**src/rtl/beep_scheduler.sv**
```systemverilog
// Buzzer pattern scheduler: latches event requests, arbitrates 2 > 1 > 0, plays 1/2/4 beep pulses then a gap.
// Optional compile-time macro BEEP_PREEMPT_EN lets a higher-priority request abort a pattern during OFF or GAP.
module beep_scheduler #(
    parameter int unsigned TICK_DIV  = 2500000,
    parameter int unsigned ON_TICKS  = 2,
    parameter int unsigned OFF_TICKS = 2,
    parameter int unsigned GAP_TICKS = 4
) (
    input  logic       clk,
    input  logic       rst,
    input  logic [2:0] req,
    output logic       beep,
    output logic       busy,
    output logic [2:0] grant,
    output logic [1:0] active_id
);

    localparam int unsigned PRESC_W   = (TICK_DIV > 1) ? $clog2(TICK_DIV) : 1;
    localparam int unsigned MAX_A     = (ON_TICKS > OFF_TICKS) ? ON_TICKS : OFF_TICKS;
    localparam int unsigned MAX_TICKS = (MAX_A > GAP_TICKS) ? MAX_A : GAP_TICKS;
    localparam int unsigned TICK_W    = (MAX_TICKS > 1) ? $clog2(MAX_TICKS) : 1;

    typedef enum logic [1:0] {
        IDLE = 2'd0,
        ON   = 2'd1,
        OFF  = 2'd2,
        GAP  = 2'd3
    } state_t;

    state_t               state, state_n;
    logic [PRESC_W-1:0]   presc, presc_n;
    logic [TICK_W-1:0]    ticks, ticks_n;
    logic [2:0]           pulses, pulses_n;
    logic [2:0]           pending, pending_n;
    logic                 beep_n, busy_n;
    logic [2:0]           grant_n;
    logic [1:0]           active_n;
    logic [1:0]           win_c;
    logic [2:0]           clr_c;
    logic                 start_c;
    logic                 tick_c;

    assign tick_c = (presc == PRESC_W'(TICK_DIV - 1));

    // Fixed priority: highest index wins
    always_comb begin
        if (pending[2])      win_c = 2'd2;
        else if (pending[1]) win_c = 2'd1;
        else                 win_c = 2'd0;
    end

`ifdef BEEP_PREEMPT_EN
    logic [2:0] above_c;

    // Requesters strictly above the active one
    always_comb begin
        case (active_id)
            2'd0:    above_c = 3'b110;
            2'd1:    above_c = 3'b100;
            default: above_c = 3'b000;
        endcase
    end
`endif

    always_comb begin
        state_n  = state;
        presc_n  = tick_c ? '0 : presc + PRESC_W'(1);
        ticks_n  = tick_c ? ticks + TICK_W'(1) : ticks;
        pulses_n = pulses;
        active_n = active_id;
        grant_n  = '0;
        clr_c    = '0;
        start_c  = 1'b0;

        case (state)
            IDLE: begin
                presc_n = '0;
                ticks_n = '0;
                if (|pending) start_c = 1'b1;
            end
            ON: begin
                if (tick_c && ticks == TICK_W'(ON_TICKS - 1)) begin
                    state_n  = (pulses <= 3'd1) ? GAP : OFF;
                    pulses_n = pulses - 3'd1;
                end
            end
            OFF: begin
                if (tick_c && ticks == TICK_W'(OFF_TICKS - 1)) state_n = ON;
            end
            GAP: begin
                if (tick_c && ticks == TICK_W'(GAP_TICKS - 1)) begin
                    state_n  = IDLE;
                    active_n = '0;
                end
            end
            default: state_n = IDLE;
        endcase

`ifdef BEEP_PREEMPT_EN
        if ((state == OFF || state == GAP) && |(pending & above_c)) start_c = 1'b1;
`endif

        if (start_c) begin
            state_n  = ON;
            grant_n  = 3'b001 << win_c;
            clr_c    = grant_n;
            active_n = win_c;
            case (win_c)
                2'd2:    pulses_n = 3'd4;
                2'd1:    pulses_n = 3'd2;
                default: pulses_n = 3'd1;
            endcase
        end

        // Every state change restarts the prescaler and tick counter
        if (state_n != state || start_c) begin
            presc_n = '0;
            ticks_n = '0;
        end

        // A request arriving with the grant keeps its bit pending
        pending_n = (pending & ~clr_c) | req;
        beep_n    = (state_n == ON);
        busy_n    = (state_n != IDLE);
    end

    always_ff @(posedge clk or posedge rst) begin
        if (rst) begin
            state     <= IDLE;
            presc     <= '0;
            ticks     <= '0;
            pulses    <= '0;
            pending   <= '0;
            beep      <= 1'b0;
            busy      <= 1'b0;
            grant     <= '0;
            active_id <= '0;
        end else begin
            state     <= state_n;
            presc     <= presc_n;
            ticks     <= ticks_n;
            pulses    <= pulses_n;
            pending   <= pending_n;
            beep      <= beep_n;
            busy      <= busy_n;
            grant     <= grant_n;
            active_id <= active_n;
        end
    end

endmodule
```
**config.mk**
```make
export PLATFORM = sky130hd
export DESIGN_NAME = beep_scheduler
export DESIGN_NICKNAME = d
export VERILOG_FILES = /design/src/rtl/beep_scheduler.sv
export SDC_FILE = /design/constraint.sdc
export NUM_CORES = 1
export LEC_CHECK = 0
export ABC_AREA = 1
export BUFFER_PORTS_ARGS = -buffer_cell sky130_fd_sc_hd__buf_4
export CAP_MARGIN = 5
export CELL_PAD_IN_SITES_DETAIL_PLACEMENT = 0
export CELL_PAD_IN_SITES_GLOBAL_PLACEMENT = 1
export CORE_MARGIN = 2
export CORE_UTILIZATION = 33
export CTS_CLUSTER_SIZE = 28
export DETAILED_ROUTE_END_ITERATION = 10
export PLACE_DENSITY_LB_ADDON = 0.1
export SYNTH_ARGS = -nofsm -noshare
export SYNTH_HDL_FRONTEND = slang
export SYNTH_SLANG_ARGS = --single-unit
```
**constraint.sdc**
```tcl
create_clock -name clk -period 1.5 [get_ports clk]
set_clock_uncertainty 0.05 [all_clocks]
set_input_delay 0.15 -clock clk [delete_from_list [all_inputs] [get_ports clk]]
set_output_delay 0.15 -clock clk [all_outputs]
set_load 0.01 [all_outputs]
```
# Yosys cells after proc, flatten, opt, wreduce, memory -nomap -nowiden
# Cells that the tools add are included.
# W data, S select, Z words.
# word_totals
output_inout_bits	7
regBits	39
in_bits	5
word_cells	64
# classes
eq_ne	10
order_cmp	1
n_bitwise	3
addsub	3
shifts	1
n_mux	24
reduce_logical	13
# op_table
operator	count
$mux W22	3
$add A22 B1 Y22 const B	1
$eq A22 B22 Y1 const B	1
$mux W2	11
$mux W3	4
$reduce_bool A2 Y1	5
$eq A2 B1 Y1 const B	4
$eq A2 B2 Y1 const B	4
$pmux W2 S3	1
$pmux W3 S2	1
$mux W1	4
$reduce_and A2 Y1	2
$and A3 B3 Y3	1
$le A3 B1 Y1 const B	1
$not A3 Y3	1
$or A3 B3 Y3	1
$reduce_bool A3 Y1	1
$reduce_or A3 Y1	1
$shl A1 B2 Y3 const A	1
$sub A3 B1 Y3 const B	1
$add A2 B1 Y2 const B	1
$logic_and A1 B1 Y1	2
$logic_not A2 Y1	1
$ne A2 B2 Y1	1
$logic_or A1 B1 Y1	1

# Depth between registers and ports, before layout
# depth
depth_word	8
ltp_mapped	12
mapped_depth_nobuf	12

# Worst setup path after synthesis
# OpenSTA, ideal clock, no wires.
# synth_timing
path_kind	reg2reg
start	register presc[0]
end	register busy
setup_slack_ps	-148
period_less_slack_ps	1648
stages_incl_launch_ff	11
path_buffers	0
required_ps	1323
arrival_time_ps	1471
setup_ps	127
cell_sequence	dfrtp_1 -> ha_1 -> nand3_2 -> clkinv_2 -> nand2_2 -> nor2_4 -> nand3_1 -> nand2_2 -> nand2_2 -> a21oi_1 -> nand3_1
# synth_via
elab_chain_len	6
# synth_rtl
element	line_no	rtl
from (decl)	31	logic [PRESC_W-1:0] presc, presc_n;
from (signal assigned)	140	presc <= presc_n;
$eq A22 B22 Y1 (*)	43	assign tick_c = (presc == PRESC_W'(TICK_DIV - 1));
$logic_and A1 B1 Y1 (on tied branches)	91, 82, 88	
$mux W2 (on tied branches)	91, 82, 88	
$pmux W2 S3 (*)	75	case (state)
$mux W2 (*)	103	if (start_c) begin
$reduce_bool A2 Y1 (*)	124	busy_n = (state_n != IDLE);
net busy_n	35	logic beep_n, busy_n;
to (signal assigned)	145	busy <= busy_n;
to (decl)	13	output logic busy,
# Mark *: on every way through the listed nets, which the timed path passes. The rest lies on a longest branch.
# A chain may end at the register's enable or synchronous reset.

# Worst setup path in the final report
# layout_timing
start	register presc[0]
end	register beep
# layout_via
elab_chain_len	6
# layout_rtl
element	line_no	rtl
$eq A22 B22 Y1 (*)	43	
$logic_and A1 B1 Y1 (on tied branches)	91, 82, 88	
$mux W2 (on tied branches)	91, 82, 88	
$pmux W2 S3 (*)	75	
$mux W2 (*)	103	
$eq A2 B1 Y1 (*)	123	beep_n = (state_n == ON);
net beep_n	35	
to (signal assigned)	144	beep <= beep_n;
to (decl)	12	output logic beep,
# Marked as above.

==> flow_summary.yaml <==
run_status:
  result_of_the_run: "finished, violations left"
  violated_checks: "setup timing"
global_routing:
  met1_usage_pct: 21.1
  first_global_vias: 2075
  grt_use_met2_pct: 29.5
  grt_start_max_net_pins: 40
  grt_first_pass_wirelength_mm: 9.91
  grt.overflow.total: 0
  antenna_found_initial: 0
  gr-usage-all-layers_pct: 16.8
  global_route.usage.met3_pct: 3.03
  busiest_layer: "met2"
worst_setup_path:
  start_kind: "flop"
  critical_path_peak_fanout: 6
  cp.required_ns: 1.63
  timing.critical_path.arrival_ns: 1.69
  setup.worst_path.end_class: "flop"
  crit_start: "presc[0]$_DFF_PP0_"
  r2r-start: "presc[0]$_DFF_PP0_"
  critPathKind: "reg2reg"
job:
  max-cap-violations: 0
die:
  die-height_um: 87.0
  i_o_pins: 12
  placement_rows: 30
  initial_core_util_pct: 33.8
  die_width_um: 87.0
  die_area_mm2: 0.00756
  core_region_area_mm2: 0.00672
synth:
  synth_nets: 291
  synth_largest_type_area_fraction_pct: 43.0
  ys.warnings.count: 0
  synth_top_area_cell: "dfrtp_1"
  avgSynthCellArea_um2: 8.08
  synth.cell_area_mm2: 0.00227
  netlist-cell-type-count: 30
  post_synth_inst_count: 281
  synth_seq_area_share_pct: 43.0
  synth-seq-cells: 39
  post_synth_main_area_contributors: "dfrtp_1, nand2_1, inv_1"
hold_path:
  timing.hold.worst.class: "in2reg"
  hp-start: "req[2]"
placement:
  routabilityCongestion: 0.841
  pre_cts_slack_ns: -0.106
  dp.final_hpwl_mm: 4.20
  buffer_ports.inserted: 11
  place_inst: 415
route:
  avgViaCountPerCell: 4.49
  remaining_drc_errors: 0
  route.detailed.wl_per_inst_um: 12.8
  drt_first_pass_iters: 4
  drtIter0Drc: 51
  route.final.wire_length_mm: 5.54
  drt.antenna.violating_nets: 0
  dr_total_vias: 1938
power:
  static_leakage_nw: 1.60
  worst_ir_drop_vdd_v: 0.000455
  power_per_cell_area_mw_per_mm2: 672
timing:
  final-max-slew-violation-count: 0
  post-route-period-util_pct: 104
  setup_viol: 6
  worst_slew_margin_rel_pct: 83.7
  fin_worst_hold_slack_ns: 0.0126
  grt_setup_unrepaired: "true"
  fin_crit_ns: 1.56
  finalWorstSetupSlack_ns: -0.0565
  max_freq_mhz: 642
  finalHoldViolations: 0
  timing_worst_slew_pin_value_ns: 0.244
  tns_ns: -0.141
clock_tree:
  cts_tree: "yes"
  cts-buffers-inserted: 5
  max-clock-path-buffers: 2
  clk_pin_slew_worst_paths_ns: 0.09
  cts-htree-levels: 2
  clock-sinks: 39
  cts-root-buf: "clkbuf_8"
  worst_skew_pair.late_latency_ns: 0.30
finish:
  final-instance-count-excl-fill: 432
  area_overhead_vs_synth_pct: 41.4
  layout_cell_share_with_drive_strength_beyond_1_pct: 39.2
  diodes: 0
  number_of_nets_in_the_layout: 361
  final_core_utilization_pct: 47.8
## cell usage in the layout (no fill, tap or decap), drive strengths merged
| cell type | netlist | layout |
|---|---|---|
| buf | 2 | 62 |
| nand2 | 60 | 60 |
| inv | 44 | 44 |
| nor2 | 43 | 43 |
| dfrtp | 39 | 39 |
| nand3 | 29 | 29 |
| nor3 | 13 | 13 |
| nand4 | 11 | 11 |
| xor2 | 11 | 11 |
| o21ai | 9 | 9 |
| clkbuf | 0 | 5 |
| ha | 5 | 5 |
| xnor2 | 4 | 4 |
| o21bai | 3 | 3 |
| dlygate4sd3 | 0 | 3 |
| nor3b | 2 | 2 |
| bufinv | 0 | 2 |
| clkinv | 1 | 1 |
| a31oi | 1 | 1 |
| and3 | 1 | 1 |
| nor4 | 1 | 1 |
| a211oi | 1 | 1 |
| a21oi | 1 | 1 |
| clkinvlp | 0 | 1 |
## flip-flops by register name, indices dropped and copies added, names as in the netlist
| name | flops |
|---|---|
| active_id | 2 |
| pending | 3 |
| pulses | 3 |
| beep | 1 |
| presc | 22 |
| busy | 1 |
| ticks | 2 |
| grant | 3 |
| state | 2 |
## layout make-up
class	instances	area, µm²
Timing Repair Buffer	65	544
Clock buffer	5	68.8
Sequential cell	39	980
Clock inverter	3	67.6
Fill cell	662	3510
Inverter	45	174
Multi-Input combinational cell	195	1280
Tap cell	80	100
## where the power goes
group	internal (mW)	switching (mW)	leakage [nW]	total (mW)
registers	1.05	0.0000000000000000734	0.490	1.05
logic	0.0184	0.0243	1.04	0.0427
clock network	0.664	0.401	0.0644	1.06
total	1.73	0.425	1.60	2.16
## critical path, stage by stage, from the launching register on
cell and delay (ns):
dfrtp_2 0.40, ha_4 0.15, nand3_4 0.11, clkinv_4 0.09, nand2_4 0.05, nor2_4 0.15, nand3_2 0.10, nand2_2 0.08
nand4_1 0.13, nand2_1 0.10, inv_1 0.04
## synth_stat cells, drive strengths merged
cell type and number:
nand3 29, nor3b 2, nand2 60, buf 2, a211oi 1, nand4 11
a31oi 1, ha 5, nor4 1, o21bai 3, dfrtp 39, clkinv 1
a21oi 1, and3 1, xor2 11, inv 44, o21ai 9, nor2 43
nor3 13, xnor2 4
## worst paths after layout
kind	cells after the start	slack (ns)	to
min	2	0.01	pending[2]$_DFF_PP0_
max	10	-0.06	beep$_DFF_PP0_
max reg2reg	10	-0.06	beep$_DFF_PP0_
max in group asynchronous	4	0.77	presc[0]$_DFF_PP0_
min reg2reg	2	0.46	active_id[0]$_DFFE_PP0P_
min in group asynchronous	4	0.41	grant[1]$_DFF_PP0_
## cell families after synthesis
| logic type | share of synthesized area [%] |
|---|---|
| xor+xnor | 5.78 |
| flops | 43.0 |
| simple gates | 36.4 |
| buf+inv | 7.82 |
| fa+ha+maj | 2.75 |
| compound gates | 4.30 |
## layer usage
layer  part of all wire, %  vias up  wire length (µm)
met1                    47      884              2580
li1                      -     1034                 -
met3                   1.8        6               102
met4                   1.4        0                75
met5                     0        -                 0
met2                    50       14              2780
## stage by stage
step / area (µm²) / total power [mW]
finish: 3210 / 2.16
global route: 3210 / 2.25
CTS: 3070 / 2.21
detailed placement: 2840 / 1.11
global placement: 2840 / 1.11
floorplan: 2310 / 1.09
## what timing repair did
action,in CTS,in global routing
hold buffers,3,0
pin swaps,9,16
setup endpoints to repair,21,29
setup buffers,1,5
endpoints found under the hold margin,41,0
gates resized for setup,13,29
Power figures use the tool's default switching activity.
